<file path="src/rtl/sh_sequencer.sv">
// sh_sequencer: sequences the sample_and_hold ena/hold pins through wake, acquire and settle,
// then holds the settled sample for the ADC with a conv_req/conv_ack handshake.
module sh_sequencer #(
    parameter int WAKE_CYC   = 8,
    parameter int TRACK_CYC  = 4,
    parameter int SETTLE_CYC = 2,
    parameter int PW         = 16
) (
    input  logic          clk,
    input  logic          rst,
    input  logic          enable,
    input  logic          start,
    input  logic          auto_mode,
    input  logic [PW-1:0] period,
    input  logic          conv_ack,
    input  logic          clr_overrun,
    output logic          sh_ena,
    output logic          sh_hold,
    output logic          conv_req,
    output logic          busy,
    output logic          overrun
);
    localparam int MX = (WAKE_CYC > TRACK_CYC) ? ((WAKE_CYC > SETTLE_CYC) ? WAKE_CYC : SETTLE_CYC)
                                               : ((TRACK_CYC > SETTLE_CYC) ? TRACK_CYC : SETTLE_CYC);
    localparam int CW = $clog2(MX + 1);

    typedef enum logic [2:0] {OFF, WAKE, IDLE, ACQ, SETTLE, CONV} state_t;

    state_t        state, nxt;
    logic [CW-1:0] cnt, cnt_nxt;
    logic [PW-1:0] tmr, period_q;
    logic          auto_q;
    logic          run, restart, tick, trig, ovr_set;

    assign run     = enable && auto_mode && period != '0;
    assign restart = period != period_q || auto_mode != auto_q;
    assign tick    = run && !restart && tmr == period - PW'(1);
    assign trig    = auto_mode ? tick : start;
    assign ovr_set = enable && trig && state inside {WAKE, ACQ, SETTLE, CONV};

    // cnt counts down to 0 from (cycles-1), loaded on entry to each timed state
    always_comb begin
        nxt     = state;
        cnt_nxt = (cnt != '0) ? cnt - 1'b1 : cnt;
        case (state)
            OFF:     if (enable) begin nxt = WAKE; cnt_nxt = CW'(WAKE_CYC - 1); end
            WAKE:    if (cnt == '0) nxt = IDLE;
            IDLE:    if (trig) begin nxt = ACQ; cnt_nxt = CW'(TRACK_CYC - 1); end
            ACQ:     if (cnt == '0) begin nxt = SETTLE; cnt_nxt = CW'(SETTLE_CYC - 1); end
            SETTLE:  if (cnt == '0) nxt = CONV;
            CONV:    if (conv_req && conv_ack) nxt = IDLE;
            default: nxt = OFF;
        endcase
        if (!enable) begin
            nxt     = OFF;
            cnt_nxt = '0;
        end
    end

    always_ff @(posedge clk or posedge rst) begin
        if (rst) begin
            state    <= OFF;
            cnt      <= '0;
            tmr      <= '0;
            period_q <= '0;
            auto_q   <= 1'b0;
            sh_ena   <= 1'b0;
            sh_hold  <= 1'b0;
            conv_req <= 1'b0;
            busy     <= 1'b0;
            overrun  <= 1'b0;
        end else begin
            state    <= nxt;
            cnt      <= cnt_nxt;
            tmr      <= (!run || restart || tick) ? '0 : tmr + 1'b1;
            period_q <= period;
            auto_q   <= auto_mode;
            sh_ena   <= nxt != OFF;
            sh_hold  <= nxt == SETTLE || nxt == CONV;
            conv_req <= nxt == CONV;
            busy     <= nxt inside {ACQ, SETTLE, CONV};
            overrun  <= ovr_set || (overrun && !clr_overrun);
        end
    end
endmodule

</file>
<file path="config.mk">
export PLATFORM = sky130hd
export DESIGN_NAME = sh_sequencer
export DESIGN_NICKNAME = d
export VERILOG_FILES = /design/src/rtl/sh_sequencer.sv
export SDC_FILE = /design/constraint.sdc
export NUM_CORES = 1
export LEC_CHECK = 0
export BUFFER_PORTS_ARGS = -buffer_cell sky130_fd_sc_hd__buf_2
export CAP_MARGIN = 25
export CORE_MARGIN = 2
export CORE_UTILIZATION = 59
export DETAILED_ROUTE_END_ITERATION = 8
export GPL_TIMING_DRIVEN = 1
export PLACE_DENSITY = 0.8
export SYNTH_ARGS = -nofsm -noshare
export SYNTH_HDL_FRONTEND = slang
export SYNTH_SLANG_ARGS = --single-unit
export TNS_END_PERCENT = 30
</file>
<file path="constraint.sdc">
create_clock -name clk -period 3 [get_ports clk]
set_clock_uncertainty 0.1 [all_clocks]
set_input_delay 0.45 -clock clk [delete_from_list [all_inputs] [get_ports clk]]
set_output_delay 0.45 -clock clk [all_outputs]
set_load 0.05 [all_outputs]
</file>
== Word-level counts from Yosys, hierarchy flattened ==
Index checks and enable logic that the tools add are counted.
Operators by class
  add/subtract/negate cells: 3
  reductions and logical operators: 23
  equality and inequality tests: 11
  multiplexer cells: 14
Operator list (count)
  3-bit 2-to-1 mux: 6
  3-bit case mux with 6 select lines: 1
  16-bit by 1-bit adder with 16-bit output, second input constant: 1
  16-bit equality test: 1
  16-bit 2-to-1 mux: 1
  4-bit 2-to-1 mux: 4
  16-bit != test: 1
  16-bit nonzero test: 1
  16-bit by 1-bit subtractor with 16-bit output, second input constant: 1
  3-bit equality test, second input constant: 4
  4-bit case mux with 3 select lines: 1
  3-bit by 2-bit equality test with 1-bit output, second input constant: 3
  1-bit logical AND: 8
  4-bit nonzero test: 2
  3-bit nonzero test: 2
  1-bit logical OR: 5
  4-bit logical NOT: 1
  4-bit by 1-bit subtractor with 4-bit output, second input constant: 1
  3-bit by 1-bit equality test with 1-bit output, second input constant: 1
  1-bit logical NOT: 3
  3-bit logical NOT: 1
  1-bit 2-to-1 mux: 1
  1-bit != test: 1
Storage, ports and cells
  output and inout port bits: 5
  logic and storage cells: 61
  flip-flop bits (word level): 45

== Depth between registers and ports, before layout ==
Gate-level depths: netlist of run 1.
  word-level depth: 11
  gate-level depth with buffers: 10
  gate-level depth less buffers: 9

== Worst setup path before layout of run 1 ==
OpenSTA, ideal clock, no wires.
  path kind: input-to-reg
  from: input period[0]
  to: register cnt[1]
  arrival time: 2.571 ns
  path slack: 0.235 ns
  stages: 9
  path buffers: 0
  cells stage by stage: inv_1 -> ha_1 -> nor3b_2 -> o2111ai_1 -> and3_1 -> or4_1 -> nor4_2 -> o21ai_1 -> a221oi_2
On the way
  cells in the longest elaborated chain, start to end: 9
  elaborated cells on any way between the ends: 13
  classes of those cells: add/sub (1); eq/ne (2); mux (4); reduce/logical (6)
RTL lines
  from (decl): line 14  | input logic [PW-1:0] period,
  parallel branches: the longest is 4 deep, another holds 16-bit by 1-bit subtractor with 16-bit output
  1-bit logical AND (*): line 37  | assign tick = run && !restart && tmr == period - PW'(1);
  1-bit 2-to-1 mux (*): line 38  | assign trig = auto_mode ? tick : start;
  4-bit 2-to-1 mux (*): line 48  | IDLE: if (trig) begin nxt = ACQ; cnt_nxt = CW'(TRACK_CYC - 1); end
  4-bit case mux with 3 select lines (*): line 45  | case (state)
  4-bit 2-to-1 mux (*): line 54  | if (!enable) begin
  net cnt_nxt[1]: line 30  | logic [CW-1:0] cnt, cnt_nxt;
  to (signal assigned): line 74  | cnt <= cnt_nxt;
  to (decl): line 30
Mark *: on every way through the listed nets, which the timed path passes.

== Worst setup path after layout of run 1 ==
Ends and elaborated chain as after synthesis.

==> qor.yml, run 1 <==
holdCritPathClass: "in -> async"
drt_iter0_drc: 155
hpwlAfterDp_um: 4240
max_stage_delay_ns: 0.56
grt_overflow: 0
grt_pass1_wl_um: 9340
final_cells: 366
numClockSinks: 45
critPathRequiredTime_ns: 3.11
status: "finished clean"
ys_seq_area_share_pct: 41.4
clkTransAtPathRegs_ns: 0.08
muxShareOfSynthArea_pct: 0
post-route-period-util_pct: 90.7
async_flop_share_pct: 100
synth_fa_ha_area_share_pct: 2.30
cts_max_path_buffers: 2
cts-root-buf: "clkbuf_8"
placed_area_um2: 2970
hold_slack_ns: 0.0423
synth.cell_area_um2: 2720
setup_viol_count_final: 0
insertion_delay_ns: 0.30
final_common_cell: "dfrtp_1"
cp.arrival_ns: 2.83
fp.dieW_um: 71.9
finalHoldViolations: 0
gp_congestion: 0.911
finalNetCount: 342
setup_ws_ns: 0.279
cts_buffers: 5
synth_compound_area_share_pct: 10.3
path_cells: "buf_2 > inv_1 > ha_1 > nor3b_2 > o2111ai_1 > and3_1 > or4_1 > nor4_2 > buf_4 > o21ai_1 > a221oi_2"
syn_avg_cell_area_um2: 9.68
yosys.cell_types.count: 50
power.leakage_nw: 1.30
tightest_slew_ns: 0.682
drc: 0
critical_path_class: "in -> reg"
cts_hold_buf: 0
final_cell_mix: "45 x dfrtp_1, 33 x nor2_1, 31 x xnor2_1"
power_density_nw_per_um2: 411
drtAntennaViolNets: 0
die_area_um2: 5170
wl_um: 5480
antenna_found_initial: 0
place_ws_ns: -0.0297
critPathSlowestCell: "or4_1"
synth_nets: 309
timing.slew.headroom_pct: 54.1
p_comb_share_pct: 18.6
rsz0062_at_grt: "no"
finalCoreUtilization_pct: 69.7
placementRows: 24
peakVddDrop_mv: 0.234
p_clk_share_pct: 29.6
drv_cap: 0
finalInstanceArea_um2: 3050
dp_cells: 359
first_pass_iters: 4
end_kind: "flop"
p_sw_share_pct: 27.8
vias: 2183
fin_setup_tns_ns: 0
intPower_mw: 0.906
synth-edff-count: 0
grt_max_degree: 17
gr-usage-all-layers_pct: 23.3
pwr-share-seq_pct: 51.8
wire_per_inst_um: 15.0
synthXorXnorAreaFrac_pct: 17.4
cts_tree: "done"
die_h_um: 71.9
cts.repair.resized: 0
p_total_mw: 1.25
coreArea_um2: 4380
post-route-min-period_ns: 2.72
fmaxAchievable_ghz: 0.368
boundaryPins: 28
synth_top_family_by_area: "simple AND/OR/NAND/NOR gates"
synth_ff_type: "dfrtp_1"
crit_fanout: 6
r2r_start: "tmr[8]$_DFF_PP0_"
via_per_inst: 5.96
synth_simple_gate_area_share_pct: 24.1
power_switching_mw: 0.349
startpoint_type: "input port"
cp-startpoint: "period[0]"
n_antenna_cell: 0
portBuffers: 27
drive_above_1_share_pct: 17.8
slew_viol_final: 0
grt_pass1_vias: 2089
syn_to_final_growth_pct: 12.3
ys_ff_latch: 45
synthCells: 281
post_cts_buffers: 0
initial_core_util_pct: 62.0
htree_levels: 2
yosysWarnings: 0
r2r_cells: 8
layer usage:
layer,up-vias,track usage (%),routed length (um)
met5,-,0,0
met4,0,8.39,104
met3,12,5.20,302
met2,66,35.5,2520
met1,1049,32.9,2550
li1,1056,-,-
kinds of logic after synthesis:
group / Yosys count
simple gates: 112
xor+xnor: 54
compound gates: 38
flops: 45
buf+inv: 27
fa+ha+maj: 5
synthesized netlist by cell type, types with 2 or more instances:
cell	count	area, um2
nor4_2	2	25.0
clkbuf_1	7	26.3
inv_1	15	56.3
o2111ai_1	3	26.3
buf_6	2	22.5
xor2_1	23	201
a31oi_1	2	12.5
o21ai_0	7	35.0
buf_2	2	10.0
a21boi_0	3	22.5
nand4b_1	3	26.3
nor2b_1	4	25.0
o21ai_1	2	10.0
and3_1	10	62.6
nor2_1	33	124
a21oi_1	10	50.1
nand3_1	14	70.1
or4_1	3	22.5
or2_2	2	12.5
nor4b_1	3	26.3
nor3_1	8	40.0
xnor2_1	31	272
nand2_1	5	18.8
dfrtp_1	45	1130
ha_1	5	62.6
or4_4	2	22.5
nand4_1	9	56.3
nor4_1	4	25.0
state kept, by name (all words and copies together) (netlist names):
| register | count |
|---|---|
| auto_q | 1 |
| tmr | 16 |
| overrun | 1 |
| sh_ena | 1 |
| state | 3 |
| period_q | 16 |
| busy | 1 |
| conv_req | 1 |
| sh_hold | 1 |
| cnt | 4 |
power groups by stage:
stage	combinational, mW	clock (mW)	sequential [mW]
3_3_place_gp	0.224	0	0.661
5_1_grt	0.264	0.401	0.653
3_5_place_dp	0.233	0	0.662
2_1_floorplan	0.162	0	0.662
6_report	0.234	0.371	0.650
4_1_cts	0.235	0.376	0.650
critical path, delay by kind of cell:
kind	cells	cell delay (ns)
buffers and inverters	3	0.36
AND/OR/NAND/NOR	4	1.39
AO/OA/AOI/OAI	3	0.47
adder cells (fa/ha/maj)	1	0.17
path summary, 6_finish.rpt:
| check | end | slack [ns] |
|---|---|---|
| min reg2reg | overrun$_DFF_PP0_ | 0.40 |
| max | cnt[1]$_DFF_PP0_ | 0.28 |
| min in group clk | auto_q$_DFF_PP0_ | 0.19 |
| max reg2reg | cnt[1]$_DFF_PP0_ | 0.43 |
| max in group asynchronous | period_q[1]$_DFF_PP0_ | 2.07 |
| min | tmr[15]$_DFF_PP0_ | 0.04 |
final cells by class:
| type | count | area, um2 |
|---|---|---|
| Multi-Input combinational cell | 209 | 1470 |
| Inverter | 15 | 56.3 |
| Timing Repair Buffer | 38 | 250 |
| Clock buffer | 7 | 86.3 |
| Tap cell | 52 | 65.1 |
| Fill cell | 365 | 1330 |
| Sequential cell | 45 | 1130 |
Note: power is estimated with default switching activity, not from simulation.
==> inputs of run 2 (changes only) <==
RECOVER_POWER = 25   (was default)
==> qor.yml, run 2 (synthesized netlist as in run 1, its figures left out) <==
final_common_cell: "dfrtp_1"
cts_buffers: 5  # unchanged
hpwlAfterDp_um: 4240  # unchanged
drt_iter0_drc: 172  # +11%
htree_levels: 2  # unchanged
setup_ws_ns: 0.263  # -0.0159 ns
grt_pass1_vias: 2089  # unchanged
crit_fanout: 6  # unchanged
cp.arrival_ns: 2.84  # about the same
drv_cap: 0  # unchanged
startpoint_type: "input port"
cts-root-buf: "clkbuf_8"
final_cells: 366  # unchanged
timing.slew.headroom_pct: 55.0  # +0.85 points
drive_above_1_share_pct: 12.7  # -5.1 points
die_h_um: 71.9  # unchanged
end_kind: "flop"
power.leakage_nw: 1.25  # -3.5%
place_ws_ns: -0.0297  # unchanged
power_density_nw_per_um2: 412  # +0.36%
boundaryPins: 28  # unchanged
wire_per_inst_um: 14.8  # -0.80%
gr-usage-all-layers_pct: 23.3  # unchanged
drtAntennaViolNets: 0  # unchanged
peakVddDrop_mv: 0.234  # about the same
coreArea_um2: 4380  # unchanged
final_cell_mix: "45 x dfrtp_1, 33 x nor2_1, 31 x xnor2_1"
setup_viol_count_final: 0  # unchanged
via_per_inst: 5.93  # -0.50%
status: "finished clean"
placementRows: 24  # unchanged
critPathRequiredTime_ns: 3.11  # about the same
largest_registers: "period_q: 16 flops, tmr: 16 flops, cnt: 4 flops"
rsz0062_at_grt: "no"
cts_max_path_buffers: 2  # unchanged
grt_overflow: 0  # unchanged
slew_viol_final: 0  # unchanged
seqCellArea_um2: 1130  # unchanged
finalNetCount: 342  # unchanged
cts_hold_buf: 0  # unchanged
die_area_um2: 5170  # unchanged
initial_core_util_pct: 62.0  # unchanged
r2r_end: "cnt[1]$_DFF_PP0_"
finalHoldViolations: 0  # unchanged
first_pass_iters: 4  # unchanged
rrSetupSlack_ns: 0.41  # -0.02 ns
vias: 2172  # -0.50%
fp.dieW_um: 71.9  # unchanged
clkTransAtPathRegs_ns: 0.08  # about the same
post-route-period-util_pct: 91.2  # +0.53 points
num-fill-cells: 376  # +3.0%
hold_slack_ns: 0.0439  # +0.00157 ns
dp_cells: 359  # unchanged
syn_to_final_growth_pct: 11.4
gp_congestion: 0.911  # unchanged
fmaxAchievable_ghz: 0.365  # -0.58%
multiInputGateArea_um2: 1470  # unchanged
cts.repair.resized: 0  # unchanged
drc: 0  # unchanged
tightest_slew_ns: 0.669  # -0.0126 ns
n_antenna_cell: 0  # unchanged
insertion_delay_ns: 0.30  # about the same
grt_pass1_wl_um: 9340  # unchanged
post_cts_buffers: 0  # unchanged
cts_tree: "done"
wl_um: 5430  # -0.80%
r2r_cells: 8  # unchanged
portBuffers: 27  # unchanged
critical_path_class: "in -> reg"
post-route-min-period_ns: 2.74  # +0.0159 ns
holdCritPathClass: "in -> async"
r2r_start: "tmr[8]$_DFF_PP0_"
antenna_found_initial: 0  # unchanged
numClockSinks: 45  # unchanged
grt_max_degree: 17  # unchanged
-- run 2: cell count changes in the layout (fill, tap and decap cells not counted) --
| cell | delta |
|---|---|
| buf_4 | -2 |
| clkbuf_1 | +16 |
| buf_2 | -14 |
-- run 2: worst max-delay path by stage --
stage	start	end	slack [ns]	cells after the start
2_1_floorplan	period[0]	cnt[1]$_DFF_PP0_	0.23	9
3_3_place_gp	period[0]	cnt[1]$_DFF_PP0_	0.09	11
3_5_place_dp	period[0]	cnt[1]$_DFF_PP0_	-0.03	11
4_1_cts	period[0]	cnt[1]$_DFF_PP0_	0.26	11
5_1_grt	period[0]	cnt[1]$_DFF_PP0_	0.05	11
6_report	period[0]	cnt[1]$_DFF_PP0_	0.26	11
-- run 2: layout make-up --
cell class,count,share of cell area (%)
clock buffer,7,2.85
inverter,15,1.86
multi-input combinational,209,48.5
sequential,45,37.2
tap,52,2.15
timing repair buffer,38,7.43
-- run 2: power breakdown --
group	total, mW	internal [mW]	switching, mW
Clock	0.370	0.183	0.187
Sequential	0.650	0.631	0.0188
Combinational	0.229	0.0883	0.141
Total	1.25	0.902	0.347
-- run 2: through the flow --
step	total power, mW	area, um2	setup TNS [ns]	utilization [%]
finish	1.25	3030	0	69.1
global route	1.31	3030	0	69.1
CTS	1.26	3050	0	69.7
detailed placement	0.895	2970	-0.0526	67.7
global placement	0.886	2940	0	67.1
floorplan	0.824	2720	0	-
-- run 2: layer usage --
layer / vias to the layer above / global-route usage (%) / part of all wire [%]
met5: - / 0 / 0
met4: 0 / 8.39 / 1.9
met3: 12 / 5.20 / 6.4
met2: 70 / 35.5 / 46
met1: 1031 / 32.9 / 46
li1: 1059 / - / -
-- run 2: critical path: stages --
cell and delay, ns:
buf_2 0.11, inv_1 0.08, ha_1 0.17, nor3b_2 0.34, o2111ai_1 0.16, and3_1 0.25, or4_1 0.56, nor4_2 0.24
buf_4 0.17, o21ai_1 0.07, a221oi_2 0.25
